**src/rtl/ak16_pkg.sv**
```systemverilog
// Shared types and constants for the ak16 boot path: loader states, length field width
// and the halt instruction used to terminate test images.
package ak16_pkg;

    typedef enum logic [2:0] {
        StHdrHi,
        StHdrLo,
        StDatHi,
        StDatLo,
        StChkHi,
        StChkLo,
        StDone,
        StErr
    } loader_state_e;

    localparam int unsigned LEN_W      = 16;
    localparam logic [15:0] HALT_INSTR = 16'h0F00;

endpackage

```
**src/rtl/imem_loader.sv**
```systemverilog
// Boot loader: length-prefixed big-endian byte stream -> imem words; holds the CPU in reset
// until loaded. IMEM_LOADER_CHECKSUM_EN adds a 16-bit sum trailer checked before release.
module imem_loader
    import ak16_pkg::*;
#(
    parameter int unsigned ADDR_W = 8,
    parameter int unsigned DEPTH  = 256
) (
    input  logic              clk,
    input  logic              rst,
    input  logic              in_valid,
    input  logic [7:0]        in_data,
    output logic              in_ready,
    output logic              imem_we,
    output logic [ADDR_W-1:0] imem_addr,
    output logic [15:0]       imem_wdata,
    output logic              cpu_rst,
    output logic              load_done,
    output logic              load_err,
    output logic [ADDR_W:0]   word_count
);

    loader_state_e     state_q, state_d;
    logic [7:0]        len_hi_q, len_hi_d;
    logic [LEN_W-1:0]  len_q, len_d;
    logic [7:0]        hi_q, hi_d;
    logic              we_q, we_d;
    logic [ADDR_W-1:0] addr_q, addr_d;
    logic [15:0]       wdata_q, wdata_d;
    logic [ADDR_W:0]   count_q, count_d;
    logic              done_q, done_d;
    logic              err_q, err_d;
    logic              cpu_rst_q, cpu_rst_d;
`ifdef IMEM_LOADER_CHECKSUM_EN
    logic [15:0]       sum_q, sum_d;
`endif

    logic             accept;
    logic [LEN_W-1:0] len_new;
    logic [15:0]      word_new;
    logic             last_word;

    assign in_ready  = (state_q != StDone) && (state_q != StErr);
    assign accept    = in_valid && in_ready;
    assign len_new   = {len_hi_q, in_data};
    assign word_new  = {hi_q, in_data};
    assign last_word = (32'(count_q) + 32'd1) == 32'(len_q);

    always_comb begin
        state_d   = state_q;
        len_hi_d  = len_hi_q;
        len_d     = len_q;
        hi_d      = hi_q;
        we_d      = 1'b0;
        addr_d    = addr_q;
        wdata_d   = wdata_q;
        count_d   = count_q;
`ifdef IMEM_LOADER_CHECKSUM_EN
        sum_d     = sum_q;
`endif
        // Status flags trail the terminal state by one cycle.
        done_d    = (state_q == StDone);
        err_d     = (state_q == StErr);
        cpu_rst_d = (state_q != StDone);

        if (accept) begin
            unique case (state_q)
                StHdrHi: begin
                    len_hi_d = in_data;
                    state_d  = StHdrLo;
                end
                StHdrLo: begin
                    len_d = len_new;
                    if (len_new == '0) begin
`ifdef IMEM_LOADER_CHECKSUM_EN
                        state_d = StChkHi;
`else
                        state_d = StDone;
`endif
                    end else if (32'(len_new) > DEPTH) begin
                        state_d = StErr;
                    end else begin
                        state_d = StDatHi;
                    end
                end
                StDatHi: begin
                    hi_d    = in_data;
                    state_d = StDatLo;
                end
                StDatLo: begin
                    we_d    = 1'b1;
                    addr_d  = count_q[ADDR_W-1:0];
                    wdata_d = word_new;
                    count_d = count_q + {{ADDR_W{1'b0}}, 1'b1};
`ifdef IMEM_LOADER_CHECKSUM_EN
                    sum_d   = sum_q + word_new;
                    state_d = last_word ? StChkHi : StDatHi;
`else
                    state_d = last_word ? StDone : StDatHi;
`endif
                end
`ifdef IMEM_LOADER_CHECKSUM_EN
                StChkHi: begin
                    hi_d    = in_data;
                    state_d = StChkLo;
                end
                StChkLo: begin
                    state_d = (word_new == sum_q) ? StDone : StErr;
                end
`endif
                default: state_d = state_q;
            endcase
        end
    end

    always_ff @(posedge clk) begin
        if (rst) begin
            state_q   <= StHdrHi;
            len_hi_q  <= '0;
            len_q     <= '0;
            hi_q      <= '0;
            we_q      <= 1'b0;
            addr_q    <= '0;
            wdata_q   <= '0;
            count_q   <= '0;
            done_q    <= 1'b0;
            err_q     <= 1'b0;
            cpu_rst_q <= 1'b1;
`ifdef IMEM_LOADER_CHECKSUM_EN
            sum_q     <= '0;
`endif
        end else begin
            state_q   <= state_d;
            len_hi_q  <= len_hi_d;
            len_q     <= len_d;
            hi_q      <= hi_d;
            we_q      <= we_d;
            addr_q    <= addr_d;
            wdata_q   <= wdata_d;
            count_q   <= count_d;
            done_q    <= done_d;
            err_q     <= err_d;
            cpu_rst_q <= cpu_rst_d;
`ifdef IMEM_LOADER_CHECKSUM_EN
            sum_q     <= sum_d;
`endif
        end
    end

    assign imem_we    = we_q;
    assign imem_addr  = addr_q;
    assign imem_wdata = wdata_q;
    assign word_count = count_q;
    assign load_done  = done_q;
    assign load_err   = err_q;
    assign cpu_rst    = cpu_rst_q;

endmodule

```
**config.mk**
```make
export PLATFORM = sky130hd
export DESIGN_NAME = imem_loader
export DESIGN_NICKNAME = d
export VERILOG_FILES = /design/src/rtl/ak16_pkg.sv /design/src/rtl/imem_loader.sv
export SDC_FILE = /design/constraint.sdc
export NUM_CORES = 1
export LEC_CHECK = 0
export ABC_AREA = 1
export BUFFER_PORTS_ARGS = -buffer_cell sky130_fd_sc_hd__buf_2
export CAP_MARGIN = 20
export CORE_ASPECT_RATIO = 2
export CORE_MARGIN = 3
export CORE_UTILIZATION = 49
export DETAILED_ROUTE_END_ITERATION = 10
export MAX_ROUTING_LAYER = met4
export PLACE_DENSITY = 0.76
export SYNTH_ARGS = -nofsm -noshare
export SYNTH_HDL_FRONTEND = slang
export SYNTH_SLANG_ARGS = --single-unit
export TNS_END_PERCENT = 30
```
**constraint.sdc**
```tcl
create_clock -name clk -period 1.8 [get_ports clk]
set_input_delay 0.09 -clock clk [delete_from_list [all_inputs] [get_ports clk]]
set_output_delay 0.09 -clock clk [all_outputs]
set_load 0.01 [all_outputs]
```
==> results.txt, run 1 <==
0 antenna diodes ended up in the layout. The width of the chip came out at 60.68 µm. The pin count of the biggest net entering global routing came out at 59.

The worst voltage drop across the vdd grid is 0.8614 mV. Fill cells in the final layout number 515. The largest stage delay on the critical path came out at 0.38 ns.

The level count of the clock H-tree came out at 3. At the pin with the least slew margin, the transition time is 0.4335 ns. The via count of the routed design is 2771. The final number of hold-violating endpoints was 0. The highest layer used for signal routing is met4. The remaining number of nets flagged by the antenna check after routing came out at 0. The first global-routing pass estimated 11910 µm of wire. In this run, the number of DRC markers left after iteration 0 of detailed routing was 143. The flip-flop and latch count after synthesis is 72. The area of the core is 5758 µm².

The number of global-route vias before repair was 2562. At the worst endpoint, the arrival time is 1.92 ns. In this run the deepest clock path goes through 2 buffers.

The largest fanout on the critical path is 7. The number of gates resized after CTS came out at 0. The flow ran to the end, and the final reports show no timing, DRC or antenna violations. The number of buffers inserted by post-CTS setup repair came out at 0. Dividing the detail-routed wire length by the instance count gives 14.56 µm.

The final period utilization came out at 91.72%. The number of antenna violations at the first check in global routing came to 0. The worst hold path belongs to the class primary input to flip-flop. The hold buffer count at CTS came out at 0. The count of TritonRoute iterations in the first routing pass is 6. The post-detailed-route DRC marker count came out at 0. The power density over the cells came out at 1131 nW/µm². The number of cells produced by synthesis is 402. The final period demand of the worst path came out at 1.651 ns.

The total count of max-transition violations in the final report came out at 0. Setup violations remaining at the end of the flow were counted as 0. Based on the critical path, the design can be clocked at up to 605.7 MHz. The count of synthesis-stage warnings from yosys came out at 0. The met3 wire length came out at 294 µm.

The final layout contains 465 nets. The routed design uses 4241 µm of met2 wire. Measured along the y axis, the die boundary spans 115.4 µm.

Once detailed placement completed, the half-perimeter wirelength came to 5382 µm. The number of port buffers is 48. The final setup skew is 0.005987 ns. The number of distinct library cell variants in the gate-level netlist after synthesis came out at 27. The synthesized area divided by synthesized cell count came out at 7.289 µm². The aggregate routed wire length is 7557 µm.

The tree is rooted in a sky130_fd_sc_hd__clkbuf_16. The weighted congestion at the end of routability-driven global placement is 0.9260. The routed via count divided by cell count came out at 5.339.

The net count after synthesis is 414. Of the cells placed in the final design, the portion with a size suffix greater than 1 is 18.78%. The number of standard-cell rows in the floorplan came out at 39. The initial cell density of the core came out at 50.89%. Among all stages on the critical path, the largest delay is contributed by sky130_fd_sc_hd__dfxtp_4. The kind of launch point of the worst setup path is a flip-flop. The TritonCTS sink count came out at 72. The post-synthesis sequential area ratio is 49.19%. STA classifies the critical path endpoint as a flip-flop. After clock tree synthesis, the clock-pin slew on the worst setup and hold paths is 0.06 ns. For this design the top-level I/O count stands at 49. The critical path required time is 2.07 ns.

In this run the tightest slew margin relative to its limit is 71.07%. The post-synthesis instance area is 2930 µm². Setup repair after global routing left no endpoint under its margin. Hold timing on the final database bottoms out at a slack of 0.03964 ns. The area growth from synthesis to layout is 23.74%. The TritonCTS clock tree is yes. The CTS buffer count is 9. The total overflow left after global routing is 0.

The number of maximum-capacitance constraint violations came out at 0. By instance count, the cell type seen most on the critical path is sky130_fd_sc_hd__nand2_1. At the later pin of the worst-skew pair, clock insertion delay measures 0.33 ns. The post-route setup TNS is 0 ns.

The type of the setup path with the least slack is flip-flop to flip-flop. In this run the static leakage power is 1.725 nW. The die covers 7000 µm². The met1 layer wirelength in the final routing came out at 2763 µm.

The signal on the critical path passes through ha_2 > nand2_1 > nand2_1 > nor2_1 > nand2_1 > nor2_1 > nand3_1 > nor2_1 > nand3_1 > nand2_1 > nand2_1 > a21oi_2. Global routing used 23.99% of the available tracks.
==> where the power goes <==
| part | switching [mW] | internal (mW) | leakage (nW) |
|---|---|---|---|
| combinational | 0.210 | 0.117 | 0.971 |
| clock | 0.683 | 1.36 | 0.167 |
| sequential | 0.0520 | 1.67 | 0.586 |
==> worst max-delay path: cells and delay by family, from the launching register on <==
family / cells / cell delay (ns)
adder cells (fa/ha/maj): 1 / 0.28
AND/OR/NAND/NOR: 10 / 0.82
flip-flops: 1 / 0.38
AO/OA/AOI/OAI: 1 / 0.11
==> cell usage in the layout (no fill, tap or decap), drive strengths merged, types with 5 or more instances in the layout <==
| cell | Yosys | layout |
|---|---|---|
| nor2 | 59 | 59 |
| buf | 5 | 58 |
| nand3 | 20 | 20 |
| nand4 | 5 | 5 |
| a21oi | 50 | 50 |
| inv | 49 | 50 |
| nand2 | 50 | 50 |
| dfxtp | 72 | 72 |
| clkbuf | 13 | 10 |
| o21ai | 67 | 67 |
==> flip-flops by register name (all words and copies together) (netlist names) <==
signal / flops
len_q: 16
imem_we: 1
load_err: 1
imem_wdata: 16
load_done: 1
imem_addr: 8
word_count: 9
len_hi_q: 8
state_q: 3
hi_q: 8
cpu_rst: 1
==> worst paths after layout <==
path,start,endpoint,slack (ns),cells past startpoint
max,word_count[0]$_SDFFE_PP0P_,state_q[2]$_SDFFE_PP0P_,0.15,12
min,rst,state_q[2]$_SDFFE_PP0P_,0.04,2
max reg2reg,word_count[0]$_SDFFE_PP0P_,state_q[2]$_SDFFE_PP0P_,0.15,12
min reg2reg,len_hi_q[4]$_SDFFE_PP0P_,len_hi_q[4]$_SDFFE_PP0P_,0.48,2
==> Yosys cell counts <==
master | n | area (µm²)
sky130_fd_sc_hd__nand2_2 | 1 | 6.260
sky130_fd_sc_hd__a31oi_1 | 1 | 6.260
sky130_fd_sc_hd__inv_2 | 3 | 11.26
sky130_fd_sc_hd__or2_2 | 1 | 6.260
sky130_fd_sc_hd__o21a_1 | 2 | 15.01
sky130_fd_sc_hd__nand3_1 | 19 | 95.09
sky130_fd_sc_hd__and2_0 | 1 | 6.260
sky130_fd_sc_hd__o21ai_1 | 2 | 10.01
sky130_fd_sc_hd__o211ai_1 | 2 | 15.01
sky130_fd_sc_hd__xor2_1 | 1 | 8.760
sky130_fd_sc_hd__buf_4 | 1 | 7.510
sky130_fd_sc_hd__nor2_2 | 2 | 12.51
sky130_fd_sc_hd__inv_1 | 46 | 172.7
sky130_fd_sc_hd__nor2_1 | 57 | 214.0
sky130_fd_sc_hd__a21oi_1 | 49 | 245.2
sky130_fd_sc_hd__nand4_1 | 5 | 31.28
sky130_fd_sc_hd__a21oi_2 | 1 | 8.760
sky130_fd_sc_hd__clkbuf_1 | 13 | 48.80
sky130_fd_sc_hd__nor3_1 | 1 | 5.000
sky130_fd_sc_hd__buf_2 | 4 | 20.02
sky130_fd_sc_hd__nand3_2 | 1 | 10.01
sky130_fd_sc_hd__ha_1 | 1 | 12.51
sky130_fd_sc_hd__dfxtp_1 | 72 | 1441
sky130_fd_sc_hd__o21ai_0 | 65 | 325.3
sky130_fd_sc_hd__nand2_1 | 49 | 183.9
sky130_fd_sc_hd__clkinv_1 | 1 | 3.750
sky130_fd_sc_hd__a22oi_1 | 1 | 7.510
==> layer usage <==
layer | vias to the layer above | GRT usage [%]
li1 | 1414 | -
met1 | 1259 | 23.77
met2 | 77 | 41.74
met3 | 21 | 5.618
met4 | 0 | 12.16
met5 | - | -
==> stage by stage <==
step                      util [%]  setup WS (ns)  instance area, µm²  total power [mW]  cells
after detailed placement     56.84        0.09027                3273             2.085    503
after global placement       56.84         0.1005                3273             2.076    503
final                        62.97         0.1491                3626             4.100    519
after CTS                    62.84        0.08123                3618             4.128    519
after global routing         62.97        0.01562                3626             4.249    519
after floorplan                  -         0.2346                2930             1.975    402
==> kinds of logic after synthesis <==
family          Yosys count  share of synthesized area (%)
fa+ha+maj                 1                         0.4269
xor+xnor                  1                         0.2989
buf+inv                  68                          9.010
simple gates            137                          19.47
compound gates          123                          21.61
flops                    72                          49.19
==> area by class of cell <==
type,count,area (µm²),share of cell area [%]
Sequential cell,72,1446,39.89
Multi-Input combinational cell,262,1230,33.92
Timing Repair Buffer,58,340.3,9.386
Clock buffer,10,229.0,6.315
Inverter,50,187.7,5.176
Clock inverter,6,116.4,3.209
Tap cell,61,76.32,2.105
Power figures use the tool's default switching activity.
==> run 2: changes to the inputs <==
Settings changed: HOLD_SLACK_MARGIN set to 0.1.
==> run 2 against run 1 <==
Effect of this change:
- power rose by 0.18%
- clock power about the same
- cell count grew 0.96%
- die area stayed put
- register-to-register slack is essentially flat
- sequential cell count unchanged
- clock skew hardly changed
- first-iteration DRC count rose by 17%
- non-clock buffer count increased by 5
- setup slack better by 0.0023 ns
- critical path type unchanged
- highest routed layer unchanged
- global-route usage increased by 0.30 points
==> results.txt, run 2 (synthesized netlist as in run 1, its figures left out) <==
For this block, the initial DRC count from the detailed router was 168. The height of the chip is 115.4 µm. The post-synthesis to final-layout area growth is 25.45%. The power density over the cells came out at 1117 nW/µm².

The run finished with clean final reports. The tool flagged a number of max-cap violations equal to 0. TritonCTS built the clock tree. The final setup skew is 0.005692 ns. The number of antenna violations at the first check in global routing came out at 0.

The TritonCTS sink count came out at 72. Once layout is complete, the cells apart from fillers number 524. In the final layout, the multi-input gates occupy 1230 µm². The worst voltage drop across the vdd grid came out at 0.8608 mV.

The total count of max-transition violations in the final report came out at 0. For the final routed database, the setup TNS stands at 0 ns. The capture endpoint of the worst hold path is len_hi_q[1]$_SDFFE_PP0P_. The final number of hold-violating endpoints was 0. The wire-length estimate of the detail-placed layout is 5382 µm. The remaining global-route overflow is 0. CTS built an H-tree with a depth of 3. The routed length per placed instance came out at 14.45 µm. The latest clock arrival within the worst-skew pair is 0.33 ns. Setup repair after global routing left no endpoint under its margin. The largest stage delay on the critical path came out at 0.37 ns. The count of nets left with antenna violations once routing finished came out at 0. CTS placed an instance of sky130_fd_sc_hd__clkbuf_16 at the clock tree root. The worst path needs 1.649 ns of the cycle, external delays included.

STA classifies the critical path startpoint as a flip-flop. The die footprint is 7000 µm². In this run the count of I/O pins placed on the die edge is 49. The type of the setup path with the least slack is flip-flop to flip-flop. For the worst flop-to-flop path, the logic depth is 12. The type of the most critical hold path is primary input to flip-flop. The critical path required time came out at 2.07 ns.

The worst hold path passes through 3 cells. The initial cell density of the core came out at 50.89%. The critical path data arrival time is 1.92 ns. In this run the tool buffered the top-level ports with 48 buffer cells.

In the finished design, the share of the clock period the worst path needs comes to 91.59%. The via count of the routed design is 2748. The clock passes through at most 2 buffers. The cell count after placement came out at 503.

The startpoint of the most critical register-to-register path is word_count[0]$_SDFFE_PP0P_. The count of TritonRoute iterations in the first routing pass came out at 4. The filler cell count is 510. The nature of the critical path endpoint is a flip-flop. After detailed routing, the number of remaining DRC violations is 0. The total power after layout came out at 4.107 mW. The worst hold path startpoint is in_data[1]. Traced cell by cell, the critical path runs through ha_2 > nand2_1 > nand2_1 > nor2_1 > nand2_1 > nor2_1 > nand3_1 > nor2_1 > nand3_1 > nand2_1 > nand2_1 > a21oi_2.

The aggregate routed wire length came out at 7574 µm. The storage element area is 1446 µm². The routed via count divided by cell count came out at 5.244.

The register-to-register setup slack came out at 0.15 ns. The highest-delay cell along the critical path is sky130_fd_sc_hd__dfxtp_4. The net count of the finished layout is 470.

In this run the horizontal extent of the chip is 60.68 µm. The relative max-transition margin is 71.75%. After clock tree synthesis, the clock-pin slew on the worst setup and hold paths is 0.06 ns. Setup violations remaining at the end of the flow were counted as 0.

Counting the buffers created by CTS gives 9. The global router's overall resource usage is 24.29%. The post-route netlist has 18.57% of its cells at a drive strength greater than 1. The number of setup buffers added after CTS is 0. The number of standard-cell rows in the floorplan came out at 39. The area of the core is 5758 µm². The pin count of the biggest net entering global routing is 59.

The largest fanout on the critical path came out at 7. By instance count, the cell type seen most on the critical path is sky130_fd_sc_hd__nand2_1. The slew at the pin closest to its max-slew limit is 0.4232 ns.

The weighted congestion at the end of routability-driven global placement came out at 0.9260. 0 antenna diodes ended up in the layout. The most frequent standard cell in the layout excluding fill and tap cells is sky130_fd_sc_hd__dfxtp_1.

The endpoint identified for the worst register-to-register timing path is state_q[2]$_SDFFE_PP0P_. The wire length of the first global-routing pass is 12080 µm. In the layout the commonest cells are sky130_fd_sc_hd__dfxtp_1 (70), sky130_fd_sc_hd__o21ai_0 (65), sky130_fd_sc_hd__nor2_1 (56). The maximum clock frequency came out at 606.6 MHz. The leakage power summed over all cells is 1.746 nW. The number of global-route vias before repair came out at 2582.
-- run 2: cell types whose count changed in the layout (fill, tap and decap cells not counted) --
cell,delta
sky130_fd_sc_hd__dlygate4sd3_1,+5
-- run 2: how the worst max path moves through the flow --
stage	from	to	slack, ns	cells after the start
global placement	word_count[0]$_SDFFE_PP0P_	state_q[2]$_SDFFE_PP0P_	0.10	12
CTS	word_count[0]$_SDFFE_PP0P_	state_q[2]$_SDFFE_PP0P_	0.08	12
floorplan	word_count[0]$_SDFFE_PP0P_	state_q[2]$_SDFFE_PP0P_	0.23	11
global route	word_count[0]$_SDFFE_PP0P_	state_q[2]$_SDFFE_PP0P_	0.02	12
finish	word_count[0]$_SDFFE_PP0P_	state_q[2]$_SDFFE_PP0P_	0.15	12
detailed placement	word_count[0]$_SDFFE_PP0P_	state_q[2]$_SDFFE_PP0P_	0.09	12
-- run 2: final cells by class --
| class | instances | share of cell area (%) |
|---|---|---|
| repair buffers | 63 | 10.62 |
| flip-flops and latches | 72 | 39.35 |
| inverters | 50 | 5.106 |
| well taps | 61 | 2.076 |
| clock buffers | 10 | 6.229 |
| multi-input cells | 262 | 33.46 |
| clock inverters | 6 | 3.165 |
-- run 2: per-layer routing --
layer	wire length, µm	track usage, %
met3	261	5.618
met1	2797	24.42
met4	256	12.16
met5	0	-
met2	4258	42.03
-- run 2: repair_timing --
item	CTS	global route
resized for setup	0	4
hold buffers	5	0
endpoints found under the setup margin	0	1
endpoints found under the hold margin	8	0
-- run 2: critical path, delay by kind of cell (launching register included) --
kind                       cells  cell delay, ns
DFF                            1            0.37
and+or+nand+nor               10            0.83
adders and majority gates      1            0.28
AOI/OAI and AO/OA              1            0.11
-- run 2: stage by stage --
stage	instance area [µm²]	worst slack, ns	hold WS [ns]	utilization (%)
6_report	3676	0.1514	0.1061	63.84
5_1_grt	3676	0.01562	0.1205	63.84
4_1_cts	3669	0.08123	0.1067	63.71
3_5_place_dp	3273	0.09027	0.3980	56.84
3_3_place_gp	3273	0.1005	0.3864	56.84
2_1_floorplan	2930	0.2346	0.2732	-
-- run 2: power by group --
group / total (mW) / internal, mW / switching (mW)
Combinational: 0.335 / 0.125 / 0.210
Clock: 2.05 / 1.36 / 0.683
Sequential: 1.73 / 1.67 / 0.0523
Total: 4.11 / 3.16 / 0.946
